$ cat src/rtl/ram_arb_pkg.sv
// Shared types for the scratch-RAM arbiter: FSM states, default geometry
// and the latched command word.
package ram_arb_pkg;

  localparam int DEF_ADDR_WIDTH = 2;
  localparam int DEF_DATA_WIDTH = 4;

  typedef enum logic [1:0] {
    CLEAR  = 2'd0,
    IDLE   = 2'd1,
    ACCESS = 2'd2,
    DONE   = 2'd3
  } state_t;

  // Sized by the package defaults; ram_arbiter takes its defaults from the same constants.
  typedef struct packed {
    logic                      we;
    logic [DEF_ADDR_WIDTH-1:0] addr;
    logic [DEF_DATA_WIDTH-1:0] wdata;
  } cmd_t;

endpackage

$ cat src/rtl/ram_sp.sv
// Single-port synchronous RAM with write enable and a registered read port
// that only updates on a read, so the last read value is held.
module ram_sp #(
  parameter int AW = 2,
  parameter int DW = 4
) (
  input  logic          clk_i,
  input  logic          reset_i,
  input  logic          we_i,
  input  logic          re_i,
  input  logic [AW-1:0] addr_i,
  input  logic [DW-1:0] wdata_i,
  output logic [DW-1:0] rdata_o
);

  logic [DW-1:0] mem_q [1<<AW];
  logic [DW-1:0] rdata_q;

  always_ff @(posedge clk_i) begin
    if (we_i) begin
      mem_q[addr_i] <= wdata_i;
    end
  end

  always_ff @(posedge clk_i) begin
    if (reset_i) begin
      rdata_q <= '0;
    end else if (re_i) begin
      rdata_q <= mem_q[addr_i];
    end
  end

  assign rdata_o = rdata_q;

endmodule

$ cat src/rtl/ram_arbiter.sv
// Round-robin arbiter for two requesters sharing the scratch RAM: clears the
// array after reset, then runs each access as IDLE -> ACCESS -> DONE.
module ram_arbiter
  import ram_arb_pkg::*;
#(
  parameter int ADDR_WIDTH = DEF_ADDR_WIDTH,
  parameter int DATA_WIDTH = DEF_DATA_WIDTH,
  parameter int NREQ       = 2
) (
  input  logic                       clk_2,
  input  logic                       reset,
  input  logic [NREQ-1:0]            req,
  input  logic [NREQ-1:0]            we,
  input  logic [NREQ*ADDR_WIDTH-1:0] addr,
  input  logic [NREQ*DATA_WIDTH-1:0] wdata,
  output logic [NREQ-1:0]            ack,
  output logic [DATA_WIDTH-1:0]      rdata,
  output logic [NREQ-1:0]            grant,
  output logic                       busy,
  output logic [1:0]                 state_dbg
);

  localparam int DEPTH = 1 << ADDR_WIDTH;
  localparam logic [ADDR_WIDTH:0] LAST_PTR = (ADDR_WIDTH+1)'(DEPTH - 1);

  state_t                state_q, state_d;
  logic [ADDR_WIDTH:0]   clr_ptr_q, clr_ptr_d;
  cmd_t                  cmd_q, cmd_d;
  logic                  owner_q, owner_d;
  logic [NREQ-1:0]       grant_q, grant_d;
  logic                  last_grant_q, last_grant_d;

  logic                  win;
  logic                  ram_we, ram_re;
  logic [ADDR_WIDTH-1:0] ram_addr;
  logic [DATA_WIDTH-1:0] ram_wdata;

  // On a tie the requester not served last wins; otherwise the lone requester.
  always_comb begin
    if (req[0] && req[1]) begin
      win = ~last_grant_q;
    end else begin
      win = ~req[0];
    end
  end

  always_ff @(posedge clk_2) begin
    if (reset) begin
      state_q      <= CLEAR;
      clr_ptr_q    <= '0;
      cmd_q        <= '0;
      owner_q      <= 1'b0;
      grant_q      <= '0;
      last_grant_q <= 1'b1;
    end else begin
      state_q      <= state_d;
      clr_ptr_q    <= clr_ptr_d;
      cmd_q        <= cmd_d;
      owner_q      <= owner_d;
      grant_q      <= grant_d;
      last_grant_q <= last_grant_d;
    end
  end

  always_comb begin
    state_d      = state_q;
    clr_ptr_d    = clr_ptr_q;
    cmd_d        = cmd_q;
    owner_d      = owner_q;
    grant_d      = grant_q;
    last_grant_d = last_grant_q;
    ack          = '0;
    ram_we       = 1'b0;
    ram_re       = 1'b0;
    ram_addr     = cmd_q.addr;
    ram_wdata    = cmd_q.wdata;

    case (state_q)
      CLEAR: begin
        ram_we    = 1'b1;
        ram_addr  = clr_ptr_q[ADDR_WIDTH-1:0];
        ram_wdata = '0;
        clr_ptr_d = clr_ptr_q + 1'b1;
        if (clr_ptr_q == LAST_PTR) begin
          state_d = IDLE;
        end
      end
      IDLE: begin
        if (|req) begin
          owner_d       = win;
          grant_d       = '0;
          grant_d[win]  = 1'b1;
          cmd_d.we      = we[win];
          cmd_d.addr    = addr[int'(win)*ADDR_WIDTH +: ADDR_WIDTH];
          cmd_d.wdata   = wdata[int'(win)*DATA_WIDTH +: DATA_WIDTH];
          state_d       = ACCESS;
        end
      end
      ACCESS: begin
        ram_we  = cmd_q.we;
        ram_re  = ~cmd_q.we;
        state_d = DONE;
      end
      DONE: begin
        ack          = grant_q;
        last_grant_d = owner_q;
        grant_d      = '0;
        state_d      = IDLE;
      end
      default: begin
        state_d = CLEAR;
      end
    endcase

    // A reset edge wins over any RAM operation scheduled for that same edge.
    if (reset) begin
      ram_we = 1'b0;
      ram_re = 1'b0;
    end
  end

  ram_sp #(
    .AW (ADDR_WIDTH),
    .DW (DATA_WIDTH)
  ) u_ram (
    .clk_i   (clk_2),
    .reset_i (reset),
    .we_i    (ram_we),
    .re_i    (ram_re),
    .addr_i  (ram_addr),
    .wdata_i (ram_wdata),
    .rdata_o (rdata)
  );

  assign grant     = grant_q;
  assign busy      = (state_q != IDLE);
  assign state_dbg = state_q;

endmodule
$ cat config.mk
export PLATFORM = sky130hd
export DESIGN_NAME = ram_arbiter
export DESIGN_NICKNAME = d
export VERILOG_FILES = /design/src/rtl/ram_arb_pkg.sv /design/src/rtl/ram_sp.sv /design/src/rtl/ram_arbiter.sv
export SDC_FILE = /design/constraint.sdc
export NUM_CORES = 1
export LEC_CHECK = 0
export ABC_AREA = 1
export ABC_CLOCK_PERIOD_IN_PS = 1600
export CAP_MARGIN = 0
export CORE_MARGIN = 5
export CORE_UTILIZATION = 35
export DETAILED_ROUTE_END_ITERATION = 12
export MAX_ROUTING_LAYER = met4
export PLACE_DENSITY = 0.55
export SLEW_MARGIN = 15
export SYNTH_ARGS = -nofsm -noshare
export SYNTH_HDL_FRONTEND = slang
export SYNTH_SLANG_ARGS = --single-unit
$ cat constraint.sdc
create_clock -name clk_2 -period 1.6 [get_ports clk_2]
set_input_delay 0.24 -clock clk_2 [delete_from_list [all_inputs] [get_ports clk_2]]
set_output_delay 0.24 -clock clk_2 [all_outputs]
set_load 0.005 [all_outputs]
# Yosys cells after proc, flatten, opt, wreduce, memory -nomap -nowiden

Memories as Yosys holds them, arrays and structs flattened. A register that Yosys moved wholly into a read port is not among the register bits.
Index checks and enable logic that the tools add are counted.
Widths: inputs -> output; s select.

Input bits: 18
RAM bits: 16
Memories: 1
Logic and storage cells: 51
Register bits: 16

Memory list:

| memory      | depth | width | read ports | clocked after Yosys merged registers in | write ports | line         | text |
|---|---|---|---|---|---|---|---|
| u_ram.mem_q | 4     | 4     | 1          | 1                                       | 1           | ram_sp.sv:16 | `logic [DW-1:0] mem_q [1<<AW];` |

Reduce and logical (&&, ||, !) cells: 8
Shifts and indexed selects: 2
Add/subtract/negate cells: 1
Multiplexer cells: 19
Bitwise operators: 3
Order comparisons: 2
Equality and inequality tests: 7

Operators by type and width:

| cell                | number |
|---|---|
| $mux 2              | 5 |
| $mux 1              | 9 |
| $pmux 2 s4          | 1 |
| $shiftx 8x4->4      | 1 |
| $reduce_and 2->1    | 3 |
| $eq 2x2->1 const B  | 2 |
| $mux 4              | 1 |
| $ne 2x2->1 const B  | 2 |
| $pmux 2 s2          | 1 |
| $shiftx 4x3->2      | 1 |
| $add 3x1->3 const B | 1 |
| $eq 3x2->1 const B  | 1 |
| $not 1->1           | 3 |
| $eq 2x1->1 const B  | 1 |
| $logic_and 1x1->1   | 2 |
| $logic_not 2->1     | 1 |
| $lt 1x2->1 const B  | 1 |
| $ne 2x1->1 const B  | 1 |
| $pmux 1 s2          | 1 |
| $reduce_bool 2->1   | 1 |
| $reduce_or 2->1     | 1 |
| $demux 1 s1         | 1 |
| $ge 1x1->1 const B  | 1 |

# Longest topological paths before layout

Gate-level depths: netlist (run 1).

Word-level depth: 8
Mapped depth: 11
Mapped depth without buffers: 11

# Hierarchy

A second synthesis (run 1) with hierarchy kept.

Cells, all modules: 204
Area total of the unflattened synthesis: 1744.2 um^2

Modules (own cells, without submodules):

| module      | cells each | sequential area each (um^2) | area each (um^2) | times used |
|---|---|---|---|---|
| ram_arbiter | 137        | 320.3                       | 962.2            | 1 |
| ram_sp      | 67         | 560.5                       | 782.0            | 1 |

# Least setup slack after synthesis (run 1)

Ideal clock, no wire load.

Path type: register -> register
From: register state_q[0], in the netlist state_dbg[0]
To: memory u_ram.mem_q[1][0], enable pin
Cell stages (with the launch flop): 8
Arrival: 1.485 ns
Slack: -0.246 ns
Buffers on the path: 0
Setup time: 0.361 ns
Cells stage by stage: dfxtp_1 inv_1 ha_1 inv_2 nand2_4 nand2_4 inv_1 nor3_1

Longest elaborated chain between the ends: 5

Ends and longest elaborated chain:

| what                                          | line               | text |
|---|---|---|
| start: declaration                            | ram_arbiter.sv:26  | `state_t state_q, state_d;` |
| start signal: assignment                      | ram_arbiter.sv:56  | `state_q <= state_d;` |
| $eq 2x2->1 or $logic_not 2->1 (tied branches) | ram_arbiter.sv:78  | `case (state_q)` |
| $pmux 1 s2                                    | ram_arbiter.sv:78  |  |
| $mux 1                                        | ram_arbiter.sv:116 | `if (reset) begin` |
| $mux 1                                        | ram_sp.sv:20       | `if (we_i) begin` |
| $mux 1 (not written as such)                  | ram_sp.sv:21       | `mem_q[addr_i] <= wdata_i;` |
| end: declaration                              | ram_sp.sv:16       |  |

Parallel ways exist; a longest one is shown, timed or not.

# Worst setup path after layout (run 1)

From: register state_q[0], in the netlist state_dbg[0]
To: memory u_ram.mem_q[3][1], enable pin

The elaborated chain is that of the path after synthesis.

==> run metrics, run 1 <==
Fin Setup TNS=0 ns; Synth cell types=23; Layout Skew=0.003343 ns; worst r2r src=state_dbg[0]; Routed WL=between 3000 and 4000 um; placed cell areas=~0.0023 sq mm; total internal power=around 2.3 mW; gr usage total=0.1270; full die area=between 0.006 and 0.007 sq mm; Hold Path Class=flip-flop to flip-flop; height of the chip=81.00 um; pin count of the biggest net entering global routing=13; worst skew pair latency=0.28 ns; Synth Warn #=0; Synth Area in Compound Gates=0.07518; clock transition at the registers of the reported paths=approximately 0.070 ns; Worst Path Arrival=1.49 ns; grt ovf=0; hold_sp=cmd_q[2]; Detailed Routing Iterations Pass 1=4; Synth Area in Simple Gates=0.2787; CTS max path bufs=2; multiplexer share of the synthesized area=0; syn nets=243; Core Util, Final=0.4969; fin crit share=0.9527; hold endpoint=cmd_q[2]; clock group share of total power=0.161; Most used DFF post-synth=dfxtp_1; part of the Yosys area used for sequential elements=0.4993; IO Pins=29; CTS root buffer=clkbuf_8; Hold Path Depth=2; RePlAce Congestion=0.7646; Avg Inst Size Synth=between 8 and 9 sq um; unrepaired setup endpoints after global routing=false; Num CTS Buffers=5; number of nets in the layout=289; combinational share of power=0.476; sequential power share=0.363; maxcap violations=0; number of global-route vias before repair=around 1400; # hold bufs at CTS=0; CTS tree=built; Slew headroom=0.7439; vias=1442; final hold violations=0; final setup violation count=0; initial antenna violation count=0; Area Overhead vs Synth=35.67%; Sw Pwr=around 1.4 mW; Netlist Area Pre-Place=0.001764 sq mm; Post-synth EDFFs=16; critical path data required time=between 1.5 and 2 ns; Via density=4.356; Static Leak=around 1.0 nW; Max H-tree Level=2; Crit. End Element=flip-flop; clk sinks=36; Fmax=about 660 MHz; first-pass GRT wire length=6237 um; ys async rst share=0; DRT iter0 DRCs=58; CP Launch Type=flip-flop; layout cell share with drive strength beyond 1=0.1742; Worst Tran Pin Value=0.3841 ns; core area=about 0.0048 sq mm; wire per inst=roughly 11 um; post-route ant nets=0; drt drc=0; RR Endpoint=u_ram.mem_q[3][1]; Synth Area in XOR/XNOR=0; crit path max fanout=4; switching fraction of total power=0.3787; Initial Utilization=0.3662; Worst R2R Setup Slack=between 0.07 and 0.08 ns; final instance area=between 0.002 and 0.0025 sq mm; count of input and output buffers=28; CP Class=flip-flop to flip-flop; main combinational cell family by area after synthesis=simple AND/OR/NAND/NOR gates; R2R depth=6; Power Total=roughly 3.7 mW; diodes inserted=0; post-layout minimum cycle time=around 1.5 ns; Peak VDD IR=between 600 and 700 uV; Power Dens Cells=approximately 1500 mW/mm^2; Mapped Cells=between 200 and 250; post-synthesis adder-cell area fraction=0.05674; Pins Over Slew Limit=0; #FFs+latches synth=36; Die X-Extent=around 80 um; status=finished, final reports clean; DP Wirelength=between 2000 and 3000 um; Core Rows=25
-- power groups by stage --
| stage | registers (mW) | logic (mW) | clock network, mW |
|---|---|---|---|
| 2_1_floorplan | 1.32 | 1.11 | 0 |
| 3_3_place_gp | 1.33 | 1.71 | 0 |
| 3_5_place_dp | 1.34 | 1.71 | 0 |
| 4_1_cts | 1.33 | 1.75 | 0.614 |
| 5_1_grt | 1.36 | 1.98 | 0.658 |
| 6_report | 1.34 | 1.75 | 0.591 |
-- logic make-up after synthesis --
family,after synthesis
flops,36
compound gates,24
simple gates,109
buf+inv,40
fa+ha+maj,8
-- metrics by stage --
stage / instances / hold WS (ns) / setup slack (ns)
after floorplan: 217 / 0.3091 / 0.007190
after global placement: 322 / 0.4538 / -0.005395
after detailed placement: 322 / 0.4531 / -0.02793
after CTS: 330 / 0.4678 / 0.004151
after global routing: 331 / 0.4910 / 0.003597
final: 331 / 0.4650 / 0.07568
-- worst max path at each step --
| stage | slack, ns | endpoint | start |
|---|---|---|---|
| floorplan | 0.007 | u_ram.mem_q[3][0] | state_dbg[0] |
| global placement | -0.005 | u_ram.mem_q[3][3] | state_dbg[1] |
| detailed placement | -0.03 | u_ram.mem_q[0][0] | state_dbg[0] |
| CTS | 0.004 | u_ram.mem_q[1][1] | state_dbg[0] |
| global route | 0.004 | u_ram.mem_q[2][0] | state_dbg[1] |
| finish | 0.08 | u_ram.mem_q[3][1] | state_dbg[0] |
-- critical path, stage by stage, from the launching register on --
cell and delay (ns):
dfxtp_2 0.34, inv_4 0.08, ha_1 0.16, and3_1 0.17, o21ai_2 0.07, buf_12 0.14
nor3_4 0.25
-- placed cells by master, fill, tap and decap left out, types with 3 or more instances in the layout --
master,count
inv_2,3
nor2_1,7
o21ai_0,4
nand2_1,61
clkbuf_8,5
dfxtp_1,18
nand3_1,27
nand2_2,4
nand2_4,3
ha_1,5
inv_1,30
buf_4,12
a21oi_1,14
clkdlybuf4s50_1,25
nor3_4,4
o21ai_2,3
dlygate4sd2_1,3
edfxtp_1,16
-- synthesized netlist by cell type (all sizes together), types with 2 or more instances --
library cell	instances	share of area
a21oi	14	0.040
buf	2	0.0092
clkinv	2	0.0043
dfxtp	20	0.23
edfxtp	16	0.27
ha	8	0.057
inv	35	0.074
nand2	68	0.16
nand3	27	0.077
nor2	8	0.018
nor3	5	0.017
o211ai	2	0.0085
o21ai	8	0.027
-- timing repair --
item                       CTS  global route
cloned                       0             0
pin swaps                    1             3
setup buffers                0             1
resized for setup           10             3
setup endpoints to repair   19            16
-- sequential cells by signal (all words and copies together) (netlist names) --
name / cells
u_ram.mem_q: 16
cmd_q: 7
u_ram.rdata_o: 4
clr_ptr_q: 3
grant: 2
state_dbg: 2
last_grant_q: 1
owner_q: 1
-- cell type report --
| class | instances | area [sq um] |
|---|---|---|
| clock buffers | 7 | 76.32 |
| clock inverters | 1 | 5.005 |
| fillers | 484 | 2424 |
| inverters | 37 | 143.9 |
| multi-input cells | 141 | 800.8 |
| flip-flops and latches | 36 | 885.9 |
| well taps | 67 | 83.83 |
| repair buffers | 42 | 397.9 |
-- metal layers --
metal  up-vias  share of wire  GRT usage
met5         -              0          -
met3         4          0.027    0.03326
met4         0         0.0086    0.04054
met1       639           0.49     0.1536
met2        12           0.47     0.2069
li1        787              -          -
Power figures use the tool's default switching activity.
==> run 2: changes to the inputs <==
--- a/config.mk
+++ b/config.mk
@@ -8,11 +8,11 @@
 export ABC_AREA = 1
 export ABC_CLOCK_PERIOD_IN_PS = 1600
 export CAP_MARGIN = 0
-export CORE_MARGIN = 5
-export CORE_UTILIZATION = 35
+export CORE_MARGIN = 2
+export CORE_UTILIZATION = 47
 export DETAILED_ROUTE_END_ITERATION = 12
 export MAX_ROUTING_LAYER = met4
-export PLACE_DENSITY = 0.55
+export PLACE_DENSITY = 0.72
 export SLEW_MARGIN = 15
 export SYNTH_ARGS = -nofsm -noshare
 export SYNTH_HDL_FRONTEND = slang
==> run 2 against run 1 <==
Net effect: non-clock buffer count up 3; largest power group unchanged; first-iteration DRC count up 43%; final cell count down 4.8%; clock power up 3%; highest routed layer unchanged; clock skew about the same; via count up 4.8%; power up 3.5%; wire length up 1.2%; sequential cell count unchanged.
==> run metrics, run 2 (synthesis results as in run 1) <==
status=finished, final reports clean; maxcap violations=0; core area=0.003633 sq mm; met3 WL=around 93 um; post-layout minimum cycle time=around 1.6 ns; height of the chip=around 65 um; top routing layer in use=met4; sequential power share=0.350; wire per inst=between 10 and 15 um; Worst Tran Pin Value=0.4089 ns; clock transition at the registers of the reported paths=0.07 ns; final hold violations=0; diodes inserted=0; Crit. End Element=flip-flop; placed insts=approximately 300; Initial Utilization=0.4855; Layout Skew=between 0.003 and 0.004 ns; Area Overhead vs Synth=36.60%; pin count of the biggest net entering global routing=13; full die area=~0.0043 sq mm; Non-Filler Instances=315; Routed WL=3665 um; Slew headroom=0.7273; peak per-stage delay on the critical path=roughly 0.37 ns; first-pass GRT wire length=6306 um; Detailed Routing Iterations Pass 1=4; CTS max path bufs=2; most frequent cells in the layout=nand2_1 (61), inv_1 (30), nand3_1 (27); DP Wirelength=2736 um; final setup violation count=0; switching fraction of total power=0.3852; fin crit share=0.9823; initial antenna violation count=0; Largest register FFs=16; critical path data required time=between 1.5 and 2 ns; Biggest register=u_ram.mem_q; DRT iter0 DRCs=between 80 and 90; Num CTS Buffers=5; # hold bufs at CTS=0; routed length on met2=roughly 1800 um; drt drc=0; CP Class=flip-flop to flip-flop; total internal power=around 2.3 mW; vias=roughly 1500; CTS root buffer=clkbuf_8; commonest non-fill, non-tap cell in the layout=nand2_1; Max H-tree Level=2; CTS tree=built; grt ovf=0; Hold Path Class=flip-flop to flip-flop; Die X-Extent=65.27 um; crit path max fanout=8; Pins Over Slew Limit=0; number of global-route vias before repair=about 1500; Core Rows=22; clk sinks=36; M1 WL=approximately 1700 um; Fmax=636.3 MHz; IO Pins=29; Via density=about 4.8; RePlAce Congestion=approximately 0.74; combinational share of power=0.490; number of nets in the layout=between 200 and 300; CP Launch Type=flip-flop; layout cell share with drive strength beyond 1=0.1873; post-route ant nets=0; unrepaired setup endpoints after global routing=true; Fin Setup TNS=0 ns; Peak VDD IR=roughly 660 uV; CP max stage cell=dfxtp_4; CP cell instances=inv_4, ha_4, inv_4, nand2_4, nand2_4, buf_4, nor3_4; Static Leak=1.068 nW; Power Dens Cells=1581 mW/mm^2; Worst Path Arrival=about 1.5 ns; gr usage total=0.2008; clock group share of total power=0.160; count of input and output buffers=28; worst skew pair latency=between 0.2 and 0.3 ns; Sw Pwr=approximately 1.5 mW
[run 2: cell count changes in the layout (fill, tap and decap cells not counted), sizes merged]
cell / before / now
dlygate4sd2: 3 / 2
clkinvlp: 0 / 1
buf: 14 / 17
[run 2: cell type report]
cell class | count | area, sq um
flip-flops and latches | 36 | 885.9
multi-input cells | 141 | 815.8
inverters | 37 | 143.9
clock inverters | 2 | 11.26
clock buffers | 6 | 72.57
fillers | 315 | 1224
well taps | 48 | 60.06
repair buffers | 45 | 420.4
[run 2: per-stage QoR]
stage	cell area [sq um]	hold slack [ns]	utilization	power [mW]	setup slack [ns]
final	2410	0.4684	0.6632	3.810	0.02838
after global routing	2410	0.4920	0.6632	4.129	-0.02984
after CTS	2369	0.4696	0.6519	3.698	0.03213
after detailed placement	2240	0.4592	0.6164	3.003	-0.04432
after global placement	2240	0.4547	0.6164	2.968	-0.01651
after floorplan	1824	0.3091	-	2.427	0.007190
[run 2: critical path, delay by kind of cell (launching register included)]
| family | cells | cell delay, ns |
|---|---|---|
| fa+ha+maj | 1 | 0.20 |
| simple gates | 3 | 0.38 |
| buf+inv | 3 | 0.29 |
| flops | 1 | 0.37 |
[run 2: metal layers]
metal / vias to the layer above / GRT usage
met5: - / -
met4: 0 / 0.09896
met3: 6 / 0.03596
met2: 23 / 0.3316
met1: 693 / 0.2373
li1: 789 / -
[run 2: path summary, 6_finish.rpt]
kind / startpoint / endpoint / slack (ns) / cells past startpoint
worst max register to register: state_dbg[1] / u_ram.mem_q[0][1] / 0.03 / 7
worst min register to register: cmd_q[0] / cmd_q[0] / 0.47 / 2
worst min-delay path: cmd_q[0] / cmd_q[0] / 0.47 / 2
worst max-delay path: state_dbg[1] / u_ram.mem_q[0][1] / 0.03 / 7
[run 2: what timing repair did]
action	4_1_cts	5_1_grt
pin swaps	3	3
gates resized for setup	14	4
endpoints found under the setup margin	15	13
gates cloned	0	0
setup buffers	1	5
[run 2: power groups by stage]
| stage | registers [mW] | clock network (mW) | logic, mW |
|---|---|---|---|
| 3_3_place_gp | 1.33 | 0 | 1.64 |
| 2_1_floorplan | 1.32 | 0 | 1.11 |
| 4_1_cts | 1.33 | 0.621 | 1.74 |
| 5_1_grt | 1.36 | 0.659 | 2.11 |
| 3_5_place_dp | 1.33 | 0 | 1.67 |
| 6_report | 1.33 | 0.611 | 1.87 |
==> patch (flow settings as in run 2) <==
Change the parameter `NREQ` from 2 to 4.
--- a/src/rtl/ram_arbiter.sv
+++ b/src/rtl/ram_arbiter.sv
@@ -7,3 +7,3 @@
   parameter int DATA_WIDTH = DEF_DATA_WIDTH,
-  parameter int NREQ       = 2
+  parameter int NREQ       = 4
 ) (
Interface: changed (6 resized); port bits go from 29 to 49. The function was not compared with the original's and may differ.
==> patch against run 2 <==
- the run now ends with setup timing left
- design area is 6.1% higher
- area after synthesis grew 3.0%
- total power increased by 7.0%
- sequential cell count unchanged
- routed wire length grew 8.2%
- setup slack worse by 0.089 ns
- fmax decreased by 5.4%
- critical path type unchanged
- largest power group unchanged
- highest routed layer unchanged
==> patch: results (changes against run 2) <==
| Metric | Value |
|---|---|
| Outcome | `complete, but fails checks (was complete, no violations)` |
| Failing checks | `setup timing` |
| Skew final | `0.00526 ns (was 0.00304 ns)` |
| Final setup violation count | `16 (was 0)` |
| CP max stage delay | `0.34 ns (was 0.37 ns)` |
| Hold Startpoint | `u_ram.rdata_o[0] (was cmd_q[0])` |
| Global-route usage over all layers | `0.209 (was 0.201)` |
| Hold endpoint | `u_ram.rdata_o[0] (was cmd_q[0])` |
| Main synth FF type | `dfxtp_1 (unchanged)` |
| Clk pin slew, worst setup/hold paths | `0.07 ns (about the same)` |
| Max FFs per register | `16 (unchanged)` |
| DR pass1 iterations | `4 (unchanged)` |
| Total Wirelength | `3970 um (was 3670 um)` |
| Reg2Reg Capture Point | `u_ram.mem_q[1][0] (was u_ram.mem_q[0][1])` |
| Reg2reg start | `state_dbg[0] (was state_dbg[1])` |
| Worst EP arrival | `1.63 ns (was 1.54 ns)` |
| Final worst setup slack | `-0.0609 ns (was 0.0284 ns)` |
| Pleak | `0.00113 uW (was 0.00107 uW)` |
| I/O Buffers | `30 (was 28)` |
| Slowest-stage cell, CP | `dfxtp_2 (was dfxtp_4)` |
| Library cells used by synthesis | `27 (was 23)` |
| Setup TNS | `-0.542 ns (was 0 ns)` |
| Synth top cells by count | `79 x nand2_1, 20 x dfxtp_1, 20 x inv_1, 20 x nand3_1, 16 x edfxtp_1 (was 61 x nand2_1, 33 x inv_1, 27 x nand3_1)` |
| Initial drt markers | `74 (was 83)` |
| Max VDD drop | `0.000768 V (was 0.000662 V)` |
| Post-DR vias/cell | `4.80 (about the same)` |
| Ys async rst share | `0 (unchanged)` |
| Layout cells sized above 1 | `0.267 (was 0.187)` |
| Final nets | `321 (was 292)` |
| Hpwl dp | `2810 um (was 2740 um)` |
| Gp weighted congestion | `0.794 (was 0.744)` |
| Vias in the first global route | `1,481 (was 1,477)` |
## patch: cell type report
type	count	area [um2]
clock buffers	5	68.8
multi-input cells	157	898
clock inverters	3	42.5
repair buffers	56	497
flip-flops and latches	36	883
fillers	306	1130
well taps	48	60.1
inverters	24	106
## patch: stage by stage
stage,power (uW),instance area [um2],instances
floorplan,2360,1870,224
global placement,2920,2320,314
detailed placement,2950,2320,314
CTS,3880,2500,324
global route,4370,2560,329
finish,4080,2560,329
## patch: logic make-up (layout without fill, tap and decap cells)
logic type	Yosys count	count (layout)	synth area share
other cells	1	4	0.00206
fa+ha+maj	7	7	0.0482
buf+inv	31	88	0.0820
flops	36	36	0.485
simple gates	126	126	0.310
compound gates	20	20	0.0730
## patch: power by group through the flow
stage                     Sequential, uW  Combinational [uW]  Clock (uW)
final                               1270                2020         791
after global routing                1290                2250         840
after CTS                           1270                1820         798
after detailed placement            1280                1670           0
after global placement              1280                1640           0
after floorplan                     1270                1090           0
## patch: timing repair
action | 4_1_cts | 5_1_grt
hold buffers | 0 | 0
gates resized for setup | 14 | 15
setup buffers | 2 | 5
endpoints found under the setup margin | 15 | 17
pin swaps | 0 | 5
## patch: worst max path at each step
stage	from	endpoint	slack [ns]	cells past startpoint
2_1_floorplan	state_dbg[0]	u_ram.mem_q[1][0]	-0.03	8
3_3_place_gp	state_dbg[0]	u_ram.mem_q[2][1]	-0.004	7
3_5_place_dp	state_dbg[1]	u_ram.mem_q[2][3]	-0.1	7
4_1_cts	state_dbg[1]	u_ram.mem_q[2][3]	0.002	7
5_1_grt	state_dbg[0]	u_ram.mem_q[1][0]	-0.15	7
6_report	state_dbg[0]	u_ram.mem_q[1][0]	-0.06	7
## patch: layer usage
metal,GRT usage,routed length [um]
met1,0.266,1820
met2,0.338,1950
met3,0.0358,137
met4,0.0714,57
met5,-,0
## patch: tightest hold or removal path, stage by stage, from the launching register on
cell     delay, ns
dfxtp_1       0.31
nand3_1       0.07
nand2_1       0.05
